$ cat config.mk
export PLATFORM = sky130hd
export DESIGN_NAME = pkt_rx_parser
export DESIGN_NICKNAME = d
export VERILOG_FILES = /design/src/rtl/pkt_rx_parser.sv
export SDC_FILE = /design/constraint.sdc
export NUM_CORES = 1
export LEC_CHECK = 0
export BUFFER_PORTS_ARGS = -buffer_cell sky130_fd_sc_hd__buf_2
export CORE_ASPECT_RATIO = 0.7
export CORE_MARGIN = 3
export CORE_UTILIZATION = 54
export CTS_CLUSTER_DIAMETER = 150
export CTS_CLUSTER_SIZE = 25
export DETAILED_ROUTE_END_ITERATION = 7
export GPL_ROUTABILITY_DRIVEN = 0
export PLACE_DENSITY = 0.79
export SYNTH_ARGS = -nofsm -noshare
export SYNTH_HDL_FRONTEND = slang
export SYNTH_SLANG_ARGS = --single-unit
$ cat constraint.sdc
create_clock -name clk -period 2.8 [get_ports clk]
set_input_delay 0.56 -clock clk [delete_from_list [all_inputs] [get_ports clk]]
set_output_delay 0.56 -clock clk [all_outputs]
set_load 0.02 [all_outputs]
$ cat src/rtl/pkt_rx_parser.sv
// Ingress packet parser: strips SOF/ADDR and pushes payload plus delimiter
// into the port FIFO, truncating and terminating malformed packets.
module pkt_rx_parser #(
  parameter int                  W_WIDTH   = 8,
  parameter logic [W_WIDTH-1:0]  SOF_BYTE  = 'hFF,
  parameter logic [W_WIDTH-1:0]  DELIMITER = 'h55,
  parameter int                  MAX_LEN   = 64
) (
  input  logic               clk,
  input  logic               rst_n,
  input  logic [W_WIDTH-1:0] data_in,
  input  logic               data_valid,
  input  logic               fifo_full,
  output logic               wr_en,
  output logic [W_WIDTH-1:0] wr_data,
  output logic [W_WIDTH-1:0] pkt_addr,
  output logic               addr_valid,
  output logic               pkt_done,
  output logic               pkt_err,
  output logic [15:0]        pkt_cnt,
  output logic [7:0]         err_cnt
);

  typedef enum logic [2:0] {
    IDLE,
    GET_ADDR,
    PAYLOAD,
    DROP,
    TERM
  } state_t;

  localparam logic [7:0] LEN_LAST = 8'(MAX_LEN - 1);

  state_t     state;
  logic [7:0] len;
  logic       term_pend;

  logic       is_delim;
  logic [7:0] err_next;

  // delimiter detect and saturating error increment
  assign is_delim = (data_in == DELIMITER);
  assign err_next = (err_cnt == 8'hFF) ? err_cnt : err_cnt + 8'd1;

  // parser FSM with registered FIFO write port and status pulses
  always_ff @(posedge clk or negedge rst_n) begin
    if (!rst_n) begin
      state      <= IDLE;
      len        <= 8'd0;
      term_pend  <= 1'b0;
      wr_en      <= 1'b0;
      wr_data    <= '0;
      pkt_addr   <= '0;
      addr_valid <= 1'b0;
      pkt_done   <= 1'b0;
      pkt_err    <= 1'b0;
      pkt_cnt    <= 16'd0;
      err_cnt    <= 8'd0;
    end else begin
      wr_en      <= 1'b0;
      addr_valid <= 1'b0;
      pkt_done   <= 1'b0;
      pkt_err    <= 1'b0;
      case (state)
        IDLE: begin
          if (data_valid && data_in == SOF_BYTE)
            state <= GET_ADDR;
        end
        GET_ADDR: begin
          if (data_valid) begin
            pkt_addr   <= data_in;
            addr_valid <= 1'b1;
            len        <= 8'd0;
            state      <= PAYLOAD;
          end
        end
        PAYLOAD: begin
          if (data_valid) begin
            if (fifo_full) begin
              term_pend <= 1'b1;
              state     <= DROP;
            end else if (is_delim) begin
              wr_en    <= 1'b1;
              wr_data  <= data_in;
              pkt_done <= 1'b1;
              pkt_cnt  <= pkt_cnt + 16'd1;
              state    <= IDLE;
            end else if (len == LEN_LAST) begin
              // out of room: close the packet now, drop the rest
              wr_en     <= 1'b1;
              wr_data   <= DELIMITER;
              term_pend <= 1'b0;
              state     <= DROP;
            end else begin
              wr_en   <= 1'b1;
              wr_data <= data_in;
              len     <= len + 8'd1;
            end
          end
        end
        DROP: begin
          if (data_valid && is_delim) begin
            if (term_pend && fifo_full) begin
              // error is flagged with the terminating write in TERM
              state <= TERM;
            end else begin
              if (term_pend) begin
                wr_en   <= 1'b1;
                wr_data <= DELIMITER;
              end
              pkt_err   <= 1'b1;
              err_cnt   <= err_next;
              term_pend <= 1'b0;
              state     <= IDLE;
            end
          end
        end
        TERM: begin
          if (!fifo_full) begin
            wr_en     <= 1'b1;
            wr_data   <= DELIMITER;
            pkt_err   <= 1'b1;
            err_cnt   <= err_next;
            term_pend <= 1'b0;
            state     <= IDLE;
          end
        end
        default: state <= IDLE;
      endcase
    end
  end

endmodule
=== Word-level counts from Yosys, hierarchy flattened ===
Index checks and enable logic that the tools add are counted.

* Mux-type cells: 53
* Bitwise logic cells: 1
* Shifts and indexed selects: 0
* Multipliers: 0
* Equality and inequality tests: 21
* $lt $le $gt $ge: 0
* Reductions and logical operators: 14
* Add/sub/neg operators: 3
* Divide/modulo/power cells: 0

{| class="wikitable"
|+ Operators with widths
! operator !! number
|-
| two-way mux 8 bit || 17
|-
| one-hot mux 8 bit (2 select lines) || 2
|-
| two-way mux 3 bit || 9
|-
| one-hot mux 8 bit (3 select lines) || 1
|-
| two-way mux 1 bit || 20
|-
| inequality test 2 bit (second input constant) || 10
|-
| adder 16 x 1 -> 16 bit (second input constant) || 1
|-
| adder 8 x 1 -> 8 bit (second input constant) || 2
|-
| equality test 8 bit (second input constant) || 2
|-
| one-hot mux 3 bit (5 select lines) || 1
|-
| AND reduction 7 bit || 2
|-
| AND reduction 6 bit || 2
|-
| equality test 8 x 6 -> 1 bit (second input constant) || 1
|-
| equality test 8 x 7 -> 1 bit (second input constant) || 1
|-
| AND reduction 4 bit || 2
|-
| equality test 3 x 2 -> 1 bit (second input constant) || 2
|-
| inequality test 3 bit (second input constant) || 2
|-
| one-hot mux 1 bit (3 select lines) || 2
|-
| inequality test 4 bit (second input constant) || 1
|-
| nonzero test 2 bit || 2
|-
| equality test 3 x 1 -> 1 bit (second input constant) || 1
|-
| equality test 3 bit (second input constant) || 1
|-
| logical AND 1 bit || 3
|-
| logical NOT 3 bit || 1
|-
| other kinds (4) || 4
|}

* Output and inout port bits: 44
* Memories kept: 0
* Bits in read-only memories: 0
* Memory bits (writable): 0
* Bits in registers: 56
* Bits of input ports: 12
* Bits in latches: 0

=== Logic depth before layout (Yosys ltp) ===
* Depth in word-level cells: 6
* Depth in mapped cells: 7

=== Worst setup path before layout ===
Ideal clock, no wire load.

* Path kind: input-to-reg
* From: input data_in[1]
* To: register pkt_cnt[15]
* Stages on the path: 6
* Data required time: 2672 ps
* Data arrival time: 2236 ps
* Buffers on the path: 1
* Library setup time: 128 ps
* Slack: 436 ps
* Cells stage by stage: or4_1 > clkbuf_2 > nor4b_4 > nand4_2 > or3_1 > xnor2_1

* Word-level cells in the longest chain between the ends: 2

{| class="wikitable"
|+ RTL lines
! what !! line !! source
|-
| start: declaration || 11 || <nowiki>input logic [W_WIDTH-1:0] data_in,</nowiki>
|-
| equality test 8 x 7 -> 1 bit || 42 || <nowiki>assign is_delim = (data_in == DELIMITER);</nowiki>
|-
| AND reduction 4 bit (no source line) || n/a ||
|-
| end signal: assignment || 86 || <nowiki>pkt_cnt <= pkt_cnt + 16'd1;</nowiki>
|-
| end: declaration || 20 || <nowiki>output logic [15:0] pkt_cnt,</nowiki>
|}

No other way between the ends.
A chain may end at the register's enable or synchronous reset.

=== Final worst setup path ===
* From: register len[0]
* To: register len[7]

* Word-level cells in the longest chain between the ends: 6

{| class="wikitable"
|+ RTL lines
! what !! line !! source
|-
| start: declaration || 35 || <nowiki>logic [7:0] len;</nowiki>
|-
| start signal: assignment || 97 || <nowiki>len <= len + 8'd1;</nowiki>
|-
| adder 8 x 1 -> 8 bit || 97 ||
|-
| two-way mux 8 bit || 88 || <nowiki>end else if (len == LEN_LAST) begin</nowiki>
|-
| two-way mux 8 bit || 82 || <nowiki>end else if (is_delim) begin</nowiki>
|-
| two-way mux 8 bit || 79 || <nowiki>if (fifo_full) begin</nowiki>
|-
| two-way mux 8 bit || 78 || <nowiki>if (data_valid) begin</nowiki>
|-
| one-hot mux 8 bit (2 select lines) || 64 || <nowiki>case (state)</nowiki>
|}

Parallel ways exist; a longest one is shown, timed or not. The select of a mux whose other input is x is not followed.

==> reports/qor.txt <==
clock tree buffer depth = 2
setup violation total in the final timing report = 0
reported max-cap violation count = 0
remaining max-slew budget at the tightest pin = 0.540
worst min-delay path category = primary input to asynchronous set/reset pin
number of max-slew violations in the final report = 0
Worst Skew = 0.00966 ns
Detailed Place HPWL = 4040 um
cell row count = 20
Placeable Area = 0.00453 mm^2
Static Leak = 1.53 nW
switching power total = 0.853 mW
cell at the root of the clock tree = clkbuf_8
Total Power Consumption = 2.45 mW
number of buffers inserted to repair setup after CTS = 0
post-cts sizing count = 0
mean instance size in the synthesized netlist = 10.3 um^2
count of antenna-violating nets left after detailed routing = 0
CP startpoint kind = flip-flop
area overhead of the layout relative to synthesis = 19.5%
Cells after Synth = 258
number of antenna repair diodes = 0
clock latency of the later-clocked register in the worst-skew pair = 0.31 ns
Die Span X = 89.7 um
clock tree from TritonCTS = done
final instance area = 0.00316 mm^2
total congestion overflow after global routing = 0
Unique masters post-synth = 40
initial core utilization = 0.584
global-route wire length before repair = 9800 um
slew at the pin with the worst max-slew slack = 0.690 ns
number of global-route vias before repair = 2009
Reg-to-Reg Start = len[0]$_DFFE_PN0P_
min cycle time layout = 2.16 ns
f_max = 464 MHz
outcome = finished, final reports clean
Global Route Usage Sum = 0.217
unrepaired setup endpoints after global routing = false
via/cell ratio = 5.66
total number of vias = 2181
count of buffers inserted at the top-level ports = 55
end point of the critical path = len[7]$_DFFE_PN0P_
worst setup path startpoint = len[0]$_DFFE_PN0P_
logic gate share of total power = 0.303
number of placed I/O pins = 56
fraction of final layout cells sized beyond drive strength 1 = 0.263
Synthesized Nets = 273
TritonCTS buffer count = 5
worst-path fanout max = 9
post-route clock period utilization = 0.770
fraction of power consumed by the clock network = 0.258
instance area at placement = 0.00303 mm^2
TritonRoute pass-1 iters = 4
share of total power in sequential cells = 0.439
DIE AREA = 0.00579 mm^2
Max H-tree Level = 2
sort of element at the end of the critical path = flip-flop
post-CTS clock slew at the launch and capture registers of the worst setup and hold paths = 0.11 ns
switching power as a share of total power = 0.348
die height = 64.6 um
data arrival time at the worst-slack endpoint = 2.39 ns
Post-Route Utilization = 0.698
clock net sink count = 56
Post-layout nets = 333
initial antenna violation count = 0
synth warn = 0
Cell Area, Synth = 0.00265 mm^2
count of cells along the worst register-to-register path = 6
Power per Cell Area = 775 mW/mm^2
path type of the worst setup path = flip-flop to flip-flop
WL per Instance = 14.9 um
VDD IR max = 0.588 mV
# hold bufs at CTS = 0
detailed-route wire length = 5730 um
r2r setup slk = 0.64 ns
First DRT Iteration DRCs = 164
CP required = 3.03 ns
final hold violations = 0
largest net degree at the start of global routing = 57
capture instance of the worst register-to-register path = len[7]$_DFFE_PN0P_
Sum Neg Setup Slack = 0 ns
worst hold margin = 0.368 ns
register bit total from synthesis = 56
DRC = 0
cell internal pwr = 1.60 mW
sequential share of the synthesized area = 0.530
-- cell type report --
| cell class | instances | area [um^2] |
|---|---|---|
| timing repair buffer | 63 | 335 |
| clock inverter | 3 | 68.8 |
| inverter | 9 | 33.8 |
| tap | 66 | 82.6 |
| multi-input combinational | 183 | 1170 |
| clock buffer | 5 | 68.8 |
| sequential | 56 | 1400 |
| fill | 351 | 1370 |
-- cells by family after synthesis --
logic type                 count (synthesis)  share of synthesized area
AOI/OAI and AO/OA                         57                      0.131
buffers and inverters                     19                     0.0274
adders and majority gates                  3                     0.0142
and+or+nand+nor                           94                      0.192
DFF                                       56                      0.530
muxes                                     11                     0.0468
xor gates and xnor gates                  18                     0.0596
-- cells in the mapped netlist --
master      n  share of area
o21ai_0    21          0.040
inv_1       9          0.013
nor3_1      5         0.0095
nor2b_1     2         0.0047
and4_1      2         0.0066
nor4b_4     1         0.0090
nand4_1    12          0.028
o22ai_1     1         0.0024
a2111oi_0   1         0.0033
clkbuf_1    9          0.013
nand2_1    17          0.024
or4_1       1         0.0028
a21oi_1    18          0.034
xnor2_1    16          0.053
a311o_1     1         0.0038
mux2_2     11          0.047
and3_1      8          0.019
nand4_2     1         0.0047
nor3b_1     1         0.0028
xor2_1      2         0.0066
a21o_1      1         0.0028
nand3b_1    1         0.0028
o32ai_1     1         0.0033
nor2_1     21          0.030
a32o_1      1         0.0038
dfrtp_1    56           0.53
a311oi_1    1         0.0033
a31oi_1     2         0.0047
a41oi_1     7          0.023
or3_1       2         0.0047
o31ai_1     1         0.0028
and4b_1     1         0.0038
and2_1      1         0.0024
nand2b_1    1         0.0024
a22o_1      1         0.0033
ha_1        3          0.014
clkbuf_2    1         0.0019
nor4_1      1         0.0024
nor4bb_1    1         0.0038
nand3_1    15          0.028
-- critical path, cell delays in order, from the launching register on --
cell     delay [ns]
dfrtp_1        0.44
ha_1           0.22
and3_1         0.25
nand4_1        0.28
a21oi_1        0.59
o21ai_0        0.19
o21ai_0        0.11
-- flip-flops by register name, summed over array words and instances (netlist names), 3 cells and up --
name,flops
pkt_cnt,16
err_cnt,8
pkt_addr,8
state,3
len,8
wr_data,8
-- routing by layer --
metal,share of wire,GRT usage
met5,0,0
met4,0.0087,0.0502
met3,0.071,0.0584
met2,0.43,0.300
met1,0.49,0.336
-- cell usage in the layout (no fill, tap or decap), types with 2 or more instances in the layout --
master,synthesis,layout
and3_1,8,8
buf_4,0,8
nor3_1,5,5
and4_1,2,2
or3_1,2,2
dfrtp_1,56,56
buf_2,0,55
ha_1,3,3
inv_1,9,9
clkbuf_8,0,5
nor2_1,21,21
nand2_1,17,17
a21oi_1,18,18
nor2b_1,2,2
nand3_1,15,15
a31oi_1,2,2
xor2_1,2,2
a41oi_1,7,7
xnor2_1,16,16
nand4_1,12,12
mux2_2,11,11
o21ai_0,21,21
bufinv_16,0,2
-- per-stage QoR --
step / setup slack, ns / instances
after floorplan: 0.436 / 258
after global placement: 0.343 / 377
final: 0.643 / 385
after CTS: 0.645 / 385
after global routing: 0.405 / 385
after detailed placement: 0.306 / 377
-- power by group through the flow --
stage / combinational, mW / sequential, mW / clock (mW)
after floorplan: 0.378 / 1.20 / 0
after global placement: 0.728 / 1.09 / 0
after detailed placement: 0.745 / 1.09 / 0
after CTS: 0.745 / 1.08 / 0.641
after global routing: 0.813 / 1.11 / 0.679
final: 0.743 / 1.08 / 0.633
-- how the worst min path moves through the flow --
stage / endpoint / slack [ns] / start / cells past startpoint
2_1_floorplan: addr_valid$_DFF_PN0_ / 0.26 / rst_n / 0
3_5_place_dp: pkt_cnt[15]$_DFFE_PN0P_ / 0.47 / pkt_cnt[15]$_DFFE_PN0P_ / 1
3_3_place_gp: pkt_cnt[15]$_DFFE_PN0P_ / 0.47 / pkt_cnt[15]$_DFFE_PN0P_ / 1
4_1_cts: pkt_addr[5]$_DFFE_PN0P_ / 0.40 / rst_n / 2
6_report: pkt_addr[5]$_DFFE_PN0P_ / 0.37 / rst_n / 2
5_1_grt: pkt_addr[5]$_DFFE_PN0P_ / 0.41 / rst_n / 2
(Power assumes the default switching activity.)
